## config.mk

```make
export PLATFORM = sky130hd
export DESIGN_NAME = pt2262_encoder_param
export DESIGN_NICKNAME = d
export VERILOG_FILES = /design/src/rtl/pt2262_encoder_param.sv
export SDC_FILE = /design/constraint.sdc
export NUM_CORES = 1
export LEC_CHECK = 0
export CAP_MARGIN = 20
export CORE_ASPECT_RATIO = 0.5
export CORE_MARGIN = 2
export CORE_UTILIZATION = 55
export CTS_CLUSTER_DIAMETER = 150
export DETAILED_ROUTE_END_ITERATION = 10
export MAX_ROUTING_LAYER = met4
export PLACE_DENSITY = 0.74
export SYNTH_ARGS = -nofsm -noshare
export SYNTH_HDL_FRONTEND = slang
export SYNTH_SLANG_ARGS = --single-unit
```

## constraint.sdc

```tcl
create_clock -name clk -period 9.6 [get_ports clk]
set_input_delay 1.92 -clock clk [delete_from_list [all_inputs] [get_ports clk]]
set_output_delay 1.92 -clock clk [all_outputs]
set_load 0.02 [all_outputs]
```

## src/rtl/pt2262_encoder_param.sv

```systemverilog
// pt2262_encoder_param: parametrised PT2262-style tri-state remote-control frame encoder
module pt2262_encoder_param #(
  parameter int N_ADDR = 8,
  parameter int N_DATA = 4,
  parameter int CLK_DIV = 250,
  parameter int N_REPEAT = 4
) (
  input  logic                                clk,
  input  logic                                reset,
  input  logic                                start,
  input  logic                                cont,
  input  logic [N_ADDR-1:0]                   addr_val,
  input  logic [N_ADDR-1:0]                   addr_float,
  input  logic [(N_DATA > 0 ? N_DATA : 1)-1:0] data,
  output logic                                busy,
  output logic                                done,
  output logic                                sync,
  output logic                                cod_o
);
  localparam int DW = N_DATA > 0 ? N_DATA : 1;
  localparam int NS = N_ADDR + N_DATA;
  localparam int SW = $clog2(NS + 1);
  localparam int PW = CLK_DIV > 1 ? $clog2(CLK_DIV) : 1;
  typedef enum logic [2:0] {IDLE, LOAD, SYM, SYNC, DONE} state_t;
  state_t            state_q, state_d;
  logic [PW-1:0]     pre_q, pre_d;
  logic [6:0]        chip_q, chip_d;
  logic [SW-1:0]     sym_q, sym_d;
  logic [7:0]        rep_q, rep_d;
  logic [N_ADDR-1:0] av_q, av_d, af_q, af_d;
  logic [DW-1:0]     dat_q, dat_d;
  logic              busy_q, busy_d, done_q, done_d, sync_q, sync_d, cod_q, cod_d;
  logic              tick, near_end, more, bit_v, bit_f, hi;
  logic [8:0]        rep_inc;
  logic [N_ADDR+DW-1:0] vals, flts;
  always_comb begin
    tick = pre_q == PW'(CLK_DIV - 1);
    near_end = CLK_DIV == 1 ? chip_q == 7'd126 : chip_q == 7'd127 && pre_q == PW'(CLK_DIV - 2);
    rep_inc = {1'b0, rep_q} + 9'd1;
    more = rep_inc < 9'(N_REPEAT) || cont;
    state_d = state_q;
    pre_d = pre_q;
    chip_d = chip_q;
    sym_d = sym_q;
    rep_d = rep_q;
    av_d = av_q;
    af_d = af_q;
    dat_d = dat_q;
    case (state_q)
      IDLE: begin
        if (start) begin
          state_d = LOAD;
          pre_d = '0;
          rep_d = '0;
        end
      end
      LOAD: begin
        av_d = addr_val;
        af_d = addr_float;
        dat_d = data;
        pre_d = '0;
        chip_d = '0;
        sym_d = '0;
        state_d = SYM;
      end
      SYM: begin
        pre_d = tick ? '0 : pre_q + PW'(1);
        if (tick) begin
          chip_d = chip_q == 7'd31 ? 7'd0 : chip_q + 7'd1;
          if (chip_q == 7'd31) begin
            sym_d = sym_q + SW'(1);
            if (sym_q == SW'(NS - 1)) begin
              sym_d = '0;
              state_d = SYNC;
            end
          end
        end
      end
      SYNC: begin
        pre_d = tick ? '0 : pre_q + PW'(1);
        if (tick) chip_d = chip_q == 7'd127 ? 7'd0 : chip_q + 7'd1;
        if (near_end) begin
          rep_d = more && rep_inc >= 9'(N_REPEAT) ? 8'd0 : rep_inc[7:0];
          if (more) state_d = LOAD;
        end else if (tick && chip_q == 7'd127) state_d = DONE;
      end
      DONE: begin
        state_d = IDLE;
        pre_d = '0;
        chip_d = '0;
        rep_d = '0;
      end
      default: state_d = IDLE;
    endcase
    vals = {dat_d, av_d};
    flts = {DW'(0), af_d};
    bit_v = 1'(vals >> sym_d);
    bit_f = 1'(flts >> sym_d);
    hi = chip_d[3:0] < (chip_d[4] ? ((bit_f || bit_v) ? 4'd12 : 4'd4) : ((bit_f || !bit_v) ? 4'd4 : 4'd12));
    cod_d = state_d == SYM ? hi : state_d == SYNC && chip_d < 7'd4;
    sync_d = state_d == SYNC || (state_d == LOAD && state_q == SYNC);
    busy_d = state_d == LOAD || state_d == SYM || state_d == SYNC;
    done_d = state_d == DONE;
  end
  always_ff @(posedge clk or negedge reset) begin
    if (!reset) begin
      state_q <= IDLE;
      pre_q <= '0;
      chip_q <= '0;
      sym_q <= '0;
      rep_q <= '0;
      av_q <= '0;
      af_q <= '0;
      dat_q <= '0;
      busy_q <= 1'b0;
      done_q <= 1'b0;
      sync_q <= 1'b0;
      cod_q <= 1'b0;
    end else begin
      state_q <= state_d;
      pre_q <= pre_d;
      chip_q <= chip_d;
      sym_q <= sym_d;
      rep_q <= rep_d;
      av_q <= av_d;
      af_q <= af_d;
      dat_q <= dat_d;
      busy_q <= busy_d;
      done_q <= done_d;
      sync_q <= sync_d;
      cod_q <= cod_d;
    end
  end
  assign busy = busy_q;
  assign done = done_q;
  assign sync = sync_q;
  assign cod_o = cod_q;
endmodule
```

==> results of run 1 <==
-- per-stage QoR --
| stage | instances | util, % |
|---|---|---|
| final | 409 | 64.5 |
| after global routing | 409 | 64.5 |
| after CTS | 409 | 64.5 |
| after detailed placement | 401 | 62.6 |
| after global placement | 400 | 62.5 |
| after floorplan | 308 | - |
-- cell type report --
type	count	area (sq um)	share of cell area (%)
inverter	14	57.6	1.65
timing repair buffer	30	288	8.27
multi-input combinational	230	1590	45.7
sequential	54	1350	38.8
tap	73	91.3	2.62
clock buffer	6	82.6	2.37
clock inverter	2	17.5	0.503
-- sequential cells by signal (all words and copies together), names as in the netlist --
register  flops
av_q          8
dat_q         4
pre_q         8
busy          1
chip_q        7
cod_o         1
af_q          8
sync          1
sym_q         4
rep_q         8
state_q       3
done          1
-- routing by layer --
metal | up-vias | share of wire (%) | GRT usage, %
met1 | 1138 | 47 | 32.0
met4 | 0 | 1.0 | 5.31
li1 | 1174 | - | -
met2 | 53 | 47 | 35.3
met3 | 6 | 4.9 | 5.81
met5 | - | 0 | -
-- layout by cell type (no fill, tap or decap), types with 2 or more instances in the layout --
| cell | netlist | layout |
|---|---|---|
| mux2_2 | 22 | 22 |
| clkbuf_8 | 0 | 6 |
| o21bai_1 | 3 | 3 |
| a21o_1 | 2 | 2 |
| or2_2 | 2 | 2 |
| dfrtp_1 | 54 | 54 |
| o22ai_1 | 2 | 2 |
| o41ai_1 | 2 | 2 |
| clkinv_4 | 1 | 3 |
| nand3b_1 | 2 | 2 |
| and3_2 | 2 | 2 |
| ha_1 | 7 | 7 |
| buf_4 | 0 | 3 |
| a21boi_0 | 2 | 2 |
| nor2_1 | 27 | 27 |
| xor2_1 | 4 | 4 |
| nand3_1 | 11 | 11 |
| nand2_1 | 26 | 26 |
| o31ai_1 | 6 | 6 |
| nand2b_1 | 3 | 3 |
| nor2b_1 | 4 | 4 |
| nor4_1 | 5 | 5 |
| o21ai_0 | 23 | 23 |
| a22o_1 | 2 | 2 |
| xnor2_1 | 2 | 2 |
| o21ba_2 | 2 | 2 |
| clkdlybuf4s50_1 | 0 | 26 |
| nand4_1 | 5 | 5 |
| inv_1 | 13 | 13 |
| a31oi_1 | 4 | 4 |
| nor3_1 | 12 | 12 |
| or3_1 | 5 | 5 |
| a21oi_1 | 9 | 9 |
| and3_1 | 3 | 3 |
| mux2i_1 | 7 | 7 |
-- worst paths after layout --
check,start,endpoint,slack [ps],cells after the start
max reg2reg,pre_q[1],cod_o,5830,15
max,addr_float[0],cod_o,5450,11
min,dat_q[0],dat_q[0],500,1
max in group asynchronous,reset,av_q[7],7430,2
min reg2reg,dat_q[0],dat_q[0],500,1
min in group asynchronous,reset,rep_q[5],1700,2
-- power by group --
group | internal [mW] | switching, mW | total (mW)
Sequential | 0.227 | 0 | 0.227
Clock | 0.0596 | 0.0796 | 0.139
Combinational | 0.00824 | 0.00568 | 0.0139
Total | 0.295 | 0.0852 | 0.380
-- worst reg2reg max path, delay by kind of cell, from the launching register on --
family,cells,cell delay (ps)
AO/OA/AOI/OAI,5,1010
adder cells (fa/ha/maj),2,420
buffers and inverters,2,180
flip-flops,1,410
AND/OR/NAND/NOR,6,1640
-- kinds of logic after synthesis --
family                     synth area share [%]
muxes                                      10.5
buffers and inverters                      3.30
DFF                                        44.5
xor gates and xnor gates                   1.73
AOI/OAI and AO/OA                          15.5
adders and majority gates                  2.88
and+or+nand+nor                            21.7
==> summary.txt, run 1 <==
Die
  • Die X: between 100 and 150 um
  • Die height: ~57 um
  • CORE AREA: 5400 sq um
  • Initial Utilization: 56.3%
  • Num ports: 28
  • Row count: 19
  • Die area: 6170 sq um

Clock network
  • Post-CTS Setup Inserts: 0
  • Num CTS Buffers: 5
  • PostCTS Resize Cnt: 0
  • Root Buffer: clkbuf_8
  • CTS sink count: 54
  • Worst skew pair latency: 320 ps
  • Htree depth: 2
  • CTS hold repair buffers: 0
  • Clock Pin Slew Worst Setup and Hold Paths: roughly 100 ps
  • Clock tree from TritonCTS: yes
  • Clock buffer depth: 2

Power
  • Peak VDD IR: 0.0000678 V
  • Static Leakage: 1.57 nW
  • Cell Pwr Density: ~110 nW/um^2
  • PnR Total Power: between 300 and 400 uW

Routing
  • Via count: 2,371
  • DR DRC count: 0
  • Antenna viol nets, final: 0
  • Iteration-0 DRC count of the detailed router: 120
  • Wirelength per Cell: 15.0 um
  • First-pass iteration count of the detailed router: 5
  • DRT Wirelength: 6130 um
  • Vias per inst: 5.80

Logic synthesis
  • Synth top cells by count: 54 x dfrtp_1, 27 x nor2_1, 26 x nand2_1, 23 x o21ai_0, 22 x mux2_2
  • Avg Cell Area, Syn: 9.86 sq um
  • Post-synth top area share: 44.5%
  • Synth Net Count: around 340
  • Area leader, netlist: dfrtp_1
  • FF+latch count, synth: 54
  • Mapped Cells: 308
  • Netlist cell types: 59
  • Synth top area cells: dfrtp_1 44%, mux2_2 8.2%, o21ai_0 3.8%, nor2_1 3.3%, nand2_1 3.2%
  • Post-synth EDFFs: 0
  • Yosys warns: 0
  • Post-synthesis sequential area ratio: ~44%
  • Mapped Area: 3040 sq um
  • Most frequent cell after synthesis: dfrtp_1
  • Post-synth ARST share: 100%
  • Synth Flop Type: dfrtp_1

Timing
  • Worst Setup Slack, final: between 5000 and 6000 ps
  • Setup Total Neg Slack: 0 ps
  • Min Tclk post-route: 4150 ps
  • Count of final setup violators: 0
  • Setup Skew: about 5.1 ps
  • Slew headroom: 46.1%
  • Endpoints failing hold: 0
  • Achievable frequency: 241 MHz
  • Fin crit share: 43.3%
  • Worst hold margin: a little over 500 ps
  • Fin. max-slew vios: 0
  • Worst-Margin Slew: 788 ps
  • Unrepaired setup endpoints after global routing: no

Finish
  • Filler cells: 450
  • Share of cells above drive strength 1: 16.1%
  • Design area: about 3500 sq um
  • Final #Nets: 366
  • Area Growth Syn to Fin: 14.5%
  • ANT cells: 0

Global routing
  • Vias in the first global route: 2,407
  • First-pass GRT wire length: 11,100 um
  • GRT Total Usage: 23.3%
  • Largest net degree at the start of global routing: 55
  • Initial antenna violation count: 0
  • Grt ovf: 0

Placed design
  • DP Area: 3380 sq um
  • GPL Wtd Cong: approximately 0.87
  • Port bufs: 27
  • Setup slack at placement: about 5100 ps
  • Hpwl dp: ~4500 um

Setup path
  • CP endpoint kind: register
  • Critical path startpoint category: input port
  • Critical path class: input port to register
  • CP dominant cell by count: nor3_1
  • Worst-path cell chain: clkdlybuf4s50_1, mux2_2, nor3_1, nor4_2, or4_4, o21ba_2, a21oi_2, ha_1, nor3_1, a31oi_1, a221oi_1
  • Critical Path AT: 4370 ps
  • CP Buf/Inv Count: 1
  • Cell family with most CP delay: simple AND/OR/NAND/NOR gates
  • CP max stage cell: or4_4
  • WP data required: roughly 9800 ps
  • Slowest cell delay on critical path: 520 ps
  • CP max FO: 2

Run status
  • Status: finished clean

Job
  • Max-Cap Viols: 0

Min path
  • HP Class: register to register
Power figures use the tool's default switching activity.
==> inputs of run 2 (changes only) <==
==> constraint.sdc (replaced) <==
create_clock -name clk -period 4.05 [get_ports clk]
set_input_delay 0.81 -clock clk [delete_from_list [all_inputs] [get_ports clk]]
set_output_delay 0.81 -clock clk [all_outputs]
set_load 0.02 [all_outputs]
==> run 2 against run 1 <==
Net effect: setup slack got worse by 5100 ps; via count grew 0.97%; hold slack lost 13 ps; critical path depth grew 4; non-clock buffer count rose by 2; core utilization is 0.25 points higher; cell count is 0.49% higher; sequential power up 140%; largest cell class unchanged; highest routed layer unchanged.
==> summary.txt, run 2 (same netlist as run 1, synthesis figures left out) <==
Run status
  • Status: finished clean

Placed design
  • Port bufs: 27
  • Hpwl dp: ~4500 um
  • Placed Cells: 403
  • Setup slack at placement: 381 ps
  • DP Area: 3390 sq um
  • GPL Wtd Cong: 0.913

Finish
  • Commonest cells after routing, fill and taps aside: 54 x dfrtp_1, 27 x nor2_1, 26 x nand2_1, 26 x clkdlybuf4s50_1, 23 x o21ai_0
  • Final Core Density: 64.7%
  • Filler cells: 430
  • Design area: 3490 sq um
  • Area Growth Syn to Fin: 15.0%
  • Final #Nets: about 370
  • Final cell count without fillers: 411
  • ANT cells: 0
  • Share of cells above drive strength 1: 16.6%
  • Most common cell after layout, fill and taps aside: dfrtp_1

Timing
  • Min Tclk post-route: 3700 ps
  • Setup Skew: 3.52 ps
  • Endpoints failing hold: 0
  • Slew headroom: a little over half
  • Worst hold margin: 491 ps
  • Achievable frequency: roughly 270 MHz
  • Count of final setup violators: 0
  • Worst Setup Slack, final: 349 ps
  • Setup Total Neg Slack: 0 ps
  • Fin crit share: 91.4%
  • Worst-Margin Slew: 699 ps
  • Fin. max-slew vios: 0
  • Unrepaired setup endpoints after global routing: no

Die
  • Die height: 56.6 um
  • CORE AREA: 5400 sq um
  • Num ports: 28
  • Die X: between 100 and 150 um
  • Initial Utilization: a little under three fifths
  • Die area: 6170 sq um
  • Row count: 19

Clock network
  • Clock buffer depth: 2
  • CTS sink count: 54
  • Num CTS Buffers: 5
  • Root Buffer: clkbuf_8
  • Worst skew pair latency: 320 ps
  • Clock tree from TritonCTS: yes
  • Post-CTS Setup Inserts: 0
  • PostCTS Resize Cnt: 0
  • Htree depth: 2
  • Clock Pin Slew Worst Setup and Hold Paths: 100 ps
  • CTS hold repair buffers: 0

Routing
  • DRT Wirelength: 6170 um
  • Via count: 2,394
  • Wirelength per Cell: about 15 um
  • Antenna viol nets, final: 0
  • DR DRC count: 0
  • First-pass iteration count of the detailed router: 4
  • Vias per inst: just under 6
  • Iteration-0 DRC count of the detailed router: roughly 130

Global routing
  • Grt ovf: 0
  • Vias in the first global route: 2,307
  • GRT Total Usage: roughly 23%
  • Largest net degree at the start of global routing: 55
  • First-pass GRT wire length: 10,500 um
  • Initial antenna violation count: 0

Setup path
  • Critical path class: register to register
  • Critical Path Sink: cod_o
  • WP data required: 4280 ps
  • R2R Setup Slk: 350 ps
  • Critical path startpoint category: register
  • CP endpoint kind: register
  • Crit Reg-Reg Endpoint: cod_o
  • Critical Path AT: 3930 ps
  • CP startpoint: pre_q[1]
  • Worst Reg-to-Reg Cells: 15
  • CP max FO: 6
  • Reg-to-Reg Start: pre_q[1]

Power
  • Cell Pwr Density: about 260 nW/um^2
  • PnR Total Power: about 900 uW
  • Peak VDD IR: approximately 0.00028 V
  • Static Leakage: approximately 1.6 nW

Min path
  • HP Class: register to register

Job
  • Max-Cap Viols: 0
-- run 2: power breakdown --
part / total [mW] / internal (mW) / switching, mW
clock network: 0.330 / 0.141 / 0.189
registers: 0.539 / 0.539 / 0
logic: 0.0332 / 0.0195 / 0.0136
total: 0.902 / 0.699 / 0.203
-- run 2: area by class of cell --
type | count | area (sq um) | share of cell area, %
Timing Repair Buffer | 32 | 303 | 8.67
Inverter | 14 | 57.6 | 1.65
Sequential cell | 54 | 1350 | 38.7
Clock inverter | 2 | 16.3 | 0.466
Tap cell | 73 | 91.3 | 2.61
Clock buffer | 6 | 82.6 | 2.36
Multi-Input combinational cell | 230 | 1590 | 45.6
-- run 2: worst min path at each step --
| stage | slack [ps] | to | start | cells past startpoint |
|---|---|---|---|---|
| floorplan | 440 | rep_q[7] | rep_q[7] | 1 |
| CTS | 500 | rep_q[7] | rep_q[7] | 1 |
| detailed placement | 480 | rep_q[7] | rep_q[7] | 1 |
| finish | 490 | rep_q[7] | rep_q[7] | 1 |
| global route | 520 | rep_q[7] | rep_q[7] | 1 |
| global placement | 470 | rep_q[7] | rep_q[7] | 1 |
-- run 2: worst max-delay path, stage by stage, from the launching register on --
cell	delay [ps]
dfrtp_1	410
inv_1	100
ha_1	230
or3b_1	390
nor4_1	240
nand3_1	110
mux2_2	340
inv_1	160
nor4_1	80
or4_4	540
o21ba_2	260
a21oi_2	50
ha_1	180
nor3_1	200
a31oi_1	70
a221oi_1	240
-- run 2: per-layer routing --
layer	routed length, um	vias up	share of wire [%]	global-route usage [%]
li1	-	1180	-	-
met1	2940	1150	48	29.1
met2	2840	58	46	35.1
met3	322	6	5.2	6.85
met4	57	0	0.92	7.51
met5	0	-	0	-
